==> src/rtl/axil_reg_bank.sv <==
// AXI4 (single-beat) slave register bank: CTRL start pulse, STATUS busy/sticky-done, CFG registers.
// Define AXIL_REG_BANK_DECERR_EN to turn out-of-range accesses into SLVERR instead of aliasing.
module axil_reg_bank #(
  parameter int unsigned S_AXI_ADDR_WIDTH = 40,
  parameter int unsigned S_AXI_DATA_WIDTH = 32,
  parameter int unsigned S_AXI_ID_WIDTH   = 6,
  parameter logic [S_AXI_ADDR_WIDTH-1:0] BASE_ADDR = S_AXI_ADDR_WIDTH'(32'hA0000000),
  parameter int unsigned N_REGS           = 8
) (
  input  logic                                   clk,
  input  logic                                   rstn,
  input  logic [S_AXI_ID_WIDTH-1:0]              s_axi_awid,
  input  logic [S_AXI_ADDR_WIDTH-1:0]            s_axi_awaddr,
  input  logic [7:0]                             s_axi_awlen,
  input  logic [2:0]                             s_axi_awsize,
  input  logic [1:0]                             s_axi_awburst,
  input  logic                                   s_axi_awlock,
  input  logic [3:0]                             s_axi_awcache,
  input  logic [2:0]                             s_axi_awprot,
  input  logic                                   s_axi_awvalid,
  output logic                                   s_axi_awready,
  input  logic [S_AXI_DATA_WIDTH-1:0]            s_axi_wdata,
  input  logic [S_AXI_DATA_WIDTH/8-1:0]          s_axi_wstrb,
  input  logic                                   s_axi_wlast,
  input  logic                                   s_axi_wvalid,
  output logic                                   s_axi_wready,
  output logic [S_AXI_ID_WIDTH-1:0]              s_axi_bid,
  output logic [1:0]                             s_axi_bresp,
  output logic                                   s_axi_bvalid,
  input  logic                                   s_axi_bready,
  input  logic [S_AXI_ID_WIDTH-1:0]              s_axi_arid,
  input  logic [S_AXI_ADDR_WIDTH-1:0]            s_axi_araddr,
  input  logic [7:0]                             s_axi_arlen,
  input  logic [2:0]                             s_axi_arsize,
  input  logic [1:0]                             s_axi_arburst,
  input  logic                                   s_axi_arlock,
  input  logic [3:0]                             s_axi_arcache,
  input  logic [2:0]                             s_axi_arprot,
  input  logic                                   s_axi_arvalid,
  output logic                                   s_axi_arready,
  output logic [S_AXI_ID_WIDTH-1:0]              s_axi_rid,
  output logic [S_AXI_DATA_WIDTH-1:0]            s_axi_rdata,
  output logic [1:0]                             s_axi_rresp,
  output logic                                   s_axi_rlast,
  output logic                                   s_axi_rvalid,
  input  logic                                   s_axi_rready,
  output logic                                   o_start,
  output logic [(N_REGS-2)*S_AXI_DATA_WIDTH-1:0] o_cfg,
  input  logic                                   i_busy,
  input  logic                                   i_done
);

  localparam int unsigned AW = S_AXI_ADDR_WIDTH;
  localparam int unsigned DW = S_AXI_DATA_WIDTH;
  localparam int unsigned IW = S_AXI_ID_WIDTH;
  localparam int unsigned SW = DW / 8;
  localparam int unsigned XW = $clog2(N_REGS);

  logic          aw_held_q, aw_held_d, w_held_q, w_held_d;
  logic [AW-1:0] aw_addr_q, aw_addr_d;
  logic [IW-1:0] aw_id_q, aw_id_d;
  logic [DW-1:0] w_data_q, w_data_d;
  logic [SW-1:0] w_strb_q, w_strb_d;
  logic          awready_q, awready_d, wready_q, wready_d, arready_q, arready_d;
  logic          bvalid_q, bvalid_d, rvalid_q, rvalid_d;
  logic [IW-1:0] bid_q, bid_d, rid_q, rid_d;
  logic [1:0]    bresp_q, bresp_d, rresp_q, rresp_d;
  logic [DW-1:0] rdata_q, rdata_d;
  logic          start_q, start_d, done_q, done_d;
  logic [N_REGS-1:2][DW-1:0] cfg_q, cfg_d;

  logic          wr_en, werr, rerr;
  logic [XW-1:0] widx, ridx;
  logic [DW-1:0] rd_val;

  // Word decode relative to BASE_ADDR; out-of-range either errors or aliases on low bits.
  always_comb begin
    widx = XW'((aw_addr_q - BASE_ADDR) >> 2);
    ridx = XW'((s_axi_araddr - BASE_ADDR) >> 2);
`ifdef AXIL_REG_BANK_DECERR_EN
    werr = (aw_addr_q < BASE_ADDR) || (((aw_addr_q - BASE_ADDR) >> 2) >= AW'(N_REGS));
    rerr = (s_axi_araddr < BASE_ADDR) || (((s_axi_araddr - BASE_ADDR) >> 2) >= AW'(N_REGS));
`else
    werr = 1'b0;
    rerr = 1'b0;
`endif
  end

  // Read mux over pre-write register state
  always_comb begin
    rd_val = '0;
    if (ridx == XW'(1)) rd_val[1:0] = {done_q, i_busy};
    for (int unsigned i = 2; i < N_REGS; i++) begin
      if (ridx == XW'(i)) rd_val = cfg_q[i];
    end
    if (rerr) rd_val = '0;
  end

  assign wr_en = aw_held_q && w_held_q;

  always_comb begin
    aw_held_d = aw_held_q;
    aw_addr_d = aw_addr_q;
    aw_id_d   = aw_id_q;
    w_held_d  = w_held_q;
    w_data_d  = w_data_q;
    w_strb_d  = w_strb_q;
    bvalid_d  = bvalid_q;
    bid_d     = bid_q;
    bresp_d   = bresp_q;
    rvalid_d  = rvalid_q;
    rid_d     = rid_q;
    rresp_d   = rresp_q;
    rdata_d   = rdata_q;
    start_d   = 1'b0;
    done_d    = done_q || i_done;
    cfg_d     = cfg_q;

    if (s_axi_awvalid && awready_q) begin
      aw_held_d = 1'b1;
      aw_addr_d = s_axi_awaddr;
      aw_id_d   = s_axi_awid;
    end
    if (s_axi_wvalid && wready_q) begin
      w_held_d = 1'b1;
      w_data_d = s_axi_wdata;
      w_strb_d = s_axi_wstrb;
    end
    if (bvalid_q && s_axi_bready) bvalid_d = 1'b0;

    // Commit the write once both halves are held
    if (wr_en) begin
      aw_held_d = 1'b0;
      w_held_d  = 1'b0;
      bvalid_d  = 1'b1;
      bid_d     = aw_id_q;
      bresp_d   = werr ? 2'b10 : 2'b00;
      if (!werr) begin
        if (widx == XW'(0) && w_strb_q[0] && w_data_q[0]) start_d = 1'b1;
        if (widx == XW'(1) && w_strb_q[0] && w_data_q[1]) done_d = i_done;
        for (int unsigned i = 2; i < N_REGS; i++) begin
          if (widx == XW'(i)) begin
            for (int unsigned b = 0; b < SW; b++) begin
              if (w_strb_q[b]) cfg_d[i][8*b +: 8] = w_data_q[8*b +: 8];
            end
          end
        end
      end
    end

    if (rvalid_q && s_axi_rready) rvalid_d = 1'b0;
    if (s_axi_arvalid && arready_q) begin
      rvalid_d = 1'b1;
      rid_d    = s_axi_arid;
      rresp_d  = rerr ? 2'b10 : 2'b00;
      rdata_d  = rd_val;
    end

    awready_d = !aw_held_d && !bvalid_d;
    wready_d  = !w_held_d && !bvalid_d;
    arready_d = !rvalid_d;
  end

  always_ff @(posedge clk) begin
    if (!rstn) begin
      aw_held_q <= 1'b0;
      aw_addr_q <= '0;
      aw_id_q   <= '0;
      w_held_q  <= 1'b0;
      w_data_q  <= '0;
      w_strb_q  <= '0;
      awready_q <= 1'b0;
      wready_q  <= 1'b0;
      arready_q <= 1'b0;
      bvalid_q  <= 1'b0;
      bid_q     <= '0;
      bresp_q   <= '0;
      rvalid_q  <= 1'b0;
      rid_q     <= '0;
      rresp_q   <= '0;
      rdata_q   <= '0;
      start_q   <= 1'b0;
      done_q    <= 1'b0;
      cfg_q     <= '0;
    end else begin
      aw_held_q <= aw_held_d;
      aw_addr_q <= aw_addr_d;
      aw_id_q   <= aw_id_d;
      w_held_q  <= w_held_d;
      w_data_q  <= w_data_d;
      w_strb_q  <= w_strb_d;
      awready_q <= awready_d;
      wready_q  <= wready_d;
      arready_q <= arready_d;
      bvalid_q  <= bvalid_d;
      bid_q     <= bid_d;
      bresp_q   <= bresp_d;
      rvalid_q  <= rvalid_d;
      rid_q     <= rid_d;
      rresp_q   <= rresp_d;
      rdata_q   <= rdata_d;
      start_q   <= start_d;
      done_q    <= done_d;
      cfg_q     <= cfg_d;
    end
  end

  assign s_axi_awready = awready_q;
  assign s_axi_wready  = wready_q;
  assign s_axi_arready = arready_q;
  assign s_axi_bvalid  = bvalid_q;
  assign s_axi_bid     = bid_q;
  assign s_axi_bresp   = bresp_q;
  assign s_axi_rvalid  = rvalid_q;
  assign s_axi_rid     = rid_q;
  assign s_axi_rresp   = rresp_q;
  assign s_axi_rdata   = rdata_q;
  assign s_axi_rlast   = rvalid_q;
  assign o_start       = start_q;
  assign o_cfg         = cfg_q;

  // Burst/attribute fields are irrelevant for single-beat register access
  logic unused_inputs;
  assign unused_inputs = ^{s_axi_awlen, s_axi_awsize, s_axi_awburst, s_axi_awlock,
                           s_axi_awcache, s_axi_awprot, s_axi_wlast, s_axi_arlen,
                           s_axi_arsize, s_axi_arburst, s_axi_arlock, s_axi_arcache,
                           s_axi_arprot};

endmodule

==> config.mk <==
export PLATFORM = sky130hd
export DESIGN_NAME = axil_reg_bank
export DESIGN_NICKNAME = d
export VERILOG_FILES = /design/src/rtl/axil_reg_bank.sv
export SDC_FILE = /design/constraint.sdc
export NUM_CORES = 1
export LEC_CHECK = 0
export BUFFER_PORTS_ARGS = -buffer_cell sky130_fd_sc_hd__buf_2
export CORE_ASPECT_RATIO = 0.7
export CORE_UTILIZATION = 35
export DETAILED_ROUTE_END_ITERATION = 7
export PLACE_DENSITY = 0.56
export SETUP_SLACK_MARGIN = 0.5
export SYNTH_ARGS = -nofsm -noshare
export SYNTH_HDL_FRONTEND = slang
export SYNTH_SLANG_ARGS = --single-unit
==> constraint.sdc <==
create_clock -name clk -period 3.05 [get_ports clk]
set_input_delay 0.4575 -clock clk [delete_from_list [all_inputs] [get_ports clk]]
set_output_delay 0.4575 -clock clk [all_outputs]
set_load 0.05 [all_outputs]
==> run metrics <==
status=finished clean; share of cells above drive strength 1=23.94%; Max clock buf depth=3; Reg clk slew, reported paths=0.06 ns; Setup TNS=0 ns; Final nets=1878; initial antenna violation count=1; Synth Warn #=0; Final Cycle Share=81.97%; Post-Syn Area=0.01260 mm²; total gr overflow=0; vias per cell=5.261; Post-Synthesis Cells=1437; Detail Route Antenna Nets=0; max_cap viols=0; max-slew violations=0; CTS Root Cell=clkbuf_16; Max Clk Rate=400.0 MHz; first-pass GRT wire length=68410 µm; DRC viols=0; Die W=228.8 µm; vias in the first global route=10.71k; # rows=57; via count=11.52k; asr flop ratio synth=0%; worst-path fanout max=28; Sw Ratio=25.06%; total CTS buffers=30; unrepaired setup endpoints after global routing=true; setup violators final=0; net switching power=2.093 mW; top post-synthesis cells by area=dfxtp_1, a21boi_0, mux2i_1; Port Buf Inserts=305; kind of critical path=reg -> reg; Initial Util=35.90%; Starting DRT DRC Count=845; Yosys cell types=40; DP HPWL=31310 µm; clock power share=45.3%; die height=160.7 µm; top-count cell post-synth=nand2_1; final wirelength=45920 µm; ys flop type=dfxtp_1; internal power component=6.258 mW; sequential share of power=47.1%; drt pass-1 iters=5; Post-synth EDFFs=0; Yosys reg bits=290; Seq/Total Area, Yosys=46.09%; CTS tree=done; wire per inst=20.97 µm; Global Route Usage Sum=24.20%; P per Cell Area=536.2 mW/mm²; Mean Syn Cell Area=8.766 µm²; Synth top cells by count=nand2_1, dfxtp_1, o21ai_0, a21boi_0, mux2i_1; CP required=3.55 ns; Final Hold Viols=0; Slew HR=27.80%; core area=0.03509 mm²; CP startpoint kind=flop; Die Area=0.03677 mm²; IO Count=427; H-tree depth=1; Final Wtd Congestion=0.8579; Syn-to-layout area delta=23.63%; Slew @ Worst Pin=1.079 ns; total power draw=8.351 mW; Min-Delay Path Class=in -> reg; largest net degree at the start of global routing=115; Final Critical Period=2.500 ns; clk sinks=290; Leakage=6.494 nW; skew final=0.01638 ns; # hold bufs at CTS=0; arrival time of the worst setup path=3.00 ns; Gate power share=7.6%; Worst setup EP type=flop; Yosys top cell area share=46.09%; final core utilization=44.38%; Yosys top cell by area=dfxtp_1; Max IR drop VDD=0.4215 mV; clk_lat worst skew=0.58 ns
cell usage in the layout (no fill, tap or decap), types with 6 or more instances in the layout:
cell	synthesis	final
buf_2	18	302
nand2_1	299	296
dfxtp_1	290	290
o21ai_0	181	181
a21boi_0	169	169
mux2i_1	119	119
nor2b_1	83	83
nand3_1	46	46
buf_4	11	33
clkbuf_16	0	30
nor2_1	25	24
a32oi_1	21	21
a21oi_1	10	10
a221oi_1	9	9
nand4_4	7	7
o2bb2ai_1	7	7
clkbuf_8	0	7
nand2b_1	8	6
cells by family (layout without fill, tap and decap cells):
logic type / Yosys count / count (layout) / synth area share (%)
AO/OA/AOI/OAI: 417 / 417 / 21.41
buffers and inverters: 117 / 394 / 3.993
flip-flops: 290 / 290 / 46.09
multiplexers: 123 / 123 / 9.813
other: 1 / 5 / 0.02977
AND/OR/NAND/NOR: 489 / 489 / 18.66
power by group through the flow:
stage	Clock [mW]	Sequential [mW]	Combinational (mW)
finish	3.78	3.93	0.635
global route	4.03	3.94	0.681
CTS	3.88	3.93	0.636
detailed placement	0	4.02	0.634
global placement	0	4.01	0.631
floorplan	0	4.07	0.340
sequential cells by signal, summed over array words and instances (netlist names):
register,cells
aw_addr_q,3
aw_held_q,1
aw_id_q,6
done_q,1
o_cfg,192
o_start,1
s_axi_arready,1
s_axi_awready,1
s_axi_bid,6
s_axi_bvalid,1
s_axi_rdata,32
s_axi_rid,6
s_axi_rlast,1
s_axi_wready,1
w_data_q,32
w_held_q,1
w_strb_q,4
area by class of cell:
cell class	instances	area, µm²
inverter	3	11.26
clock inverter	9	131.4
timing repair buffer	340	1851
tap	472	590.6
fill	3482	19520
antenna	1	2.502
multi-input combinational	1033	6316
sequential	290	5806
clock buffer	42	865.8
path summary, 6_finish.rpt:
check                  start  cells past startpoint      endpoint  slack, ns
max                 w_held_q                      4    o_cfg[112]       0.55
min          s_axi_wdata[11]                      3  w_data_q[11]       0.13
max reg2reg         w_held_q                      4    o_cfg[112]       0.55
min reg2reg     s_axi_bid[0]                      2  s_axi_bid[0]       0.46
through the flow:
stage	setup WS [ns]	area, µm²	hold WS, ns	instances
global placement	0.5946	14550	0.4441	2137
global route	0.3946	15570	0.1067	2189
CTS	0.5624	15550	0.09257	2188
finish	0.5498	15570	0.1295	2190
detailed placement	0.5649	14550	0.4530	2137
floorplan	1.418	12610	0.4412	1440
what timing repair did:
action	4_1_cts	5_1_grt
setup buffers	0	1
gates resized for setup	0	1
endpoints found under the setup margin	0	30
routing by layer:
layer / global-route usage, % / up-vias / routed length [µm]
li1: - / 5481 / -
met1: 35.60 / 5565 / 22370
met4: 5.156 / 0 / 873
met3: 5.469 / 50 / 3437
met5: 0 / - / 0
met2: 35.73 / 426 / 19240
critical path: stages (launching register included):
cell and delay, ns:
dfxtp_1 0.74, nand4_4 0.49, nor2_1 0.90, nand2_1 0.11, a21boi_0 0.17
Note: power is estimated with default switching activity, not from simulation.
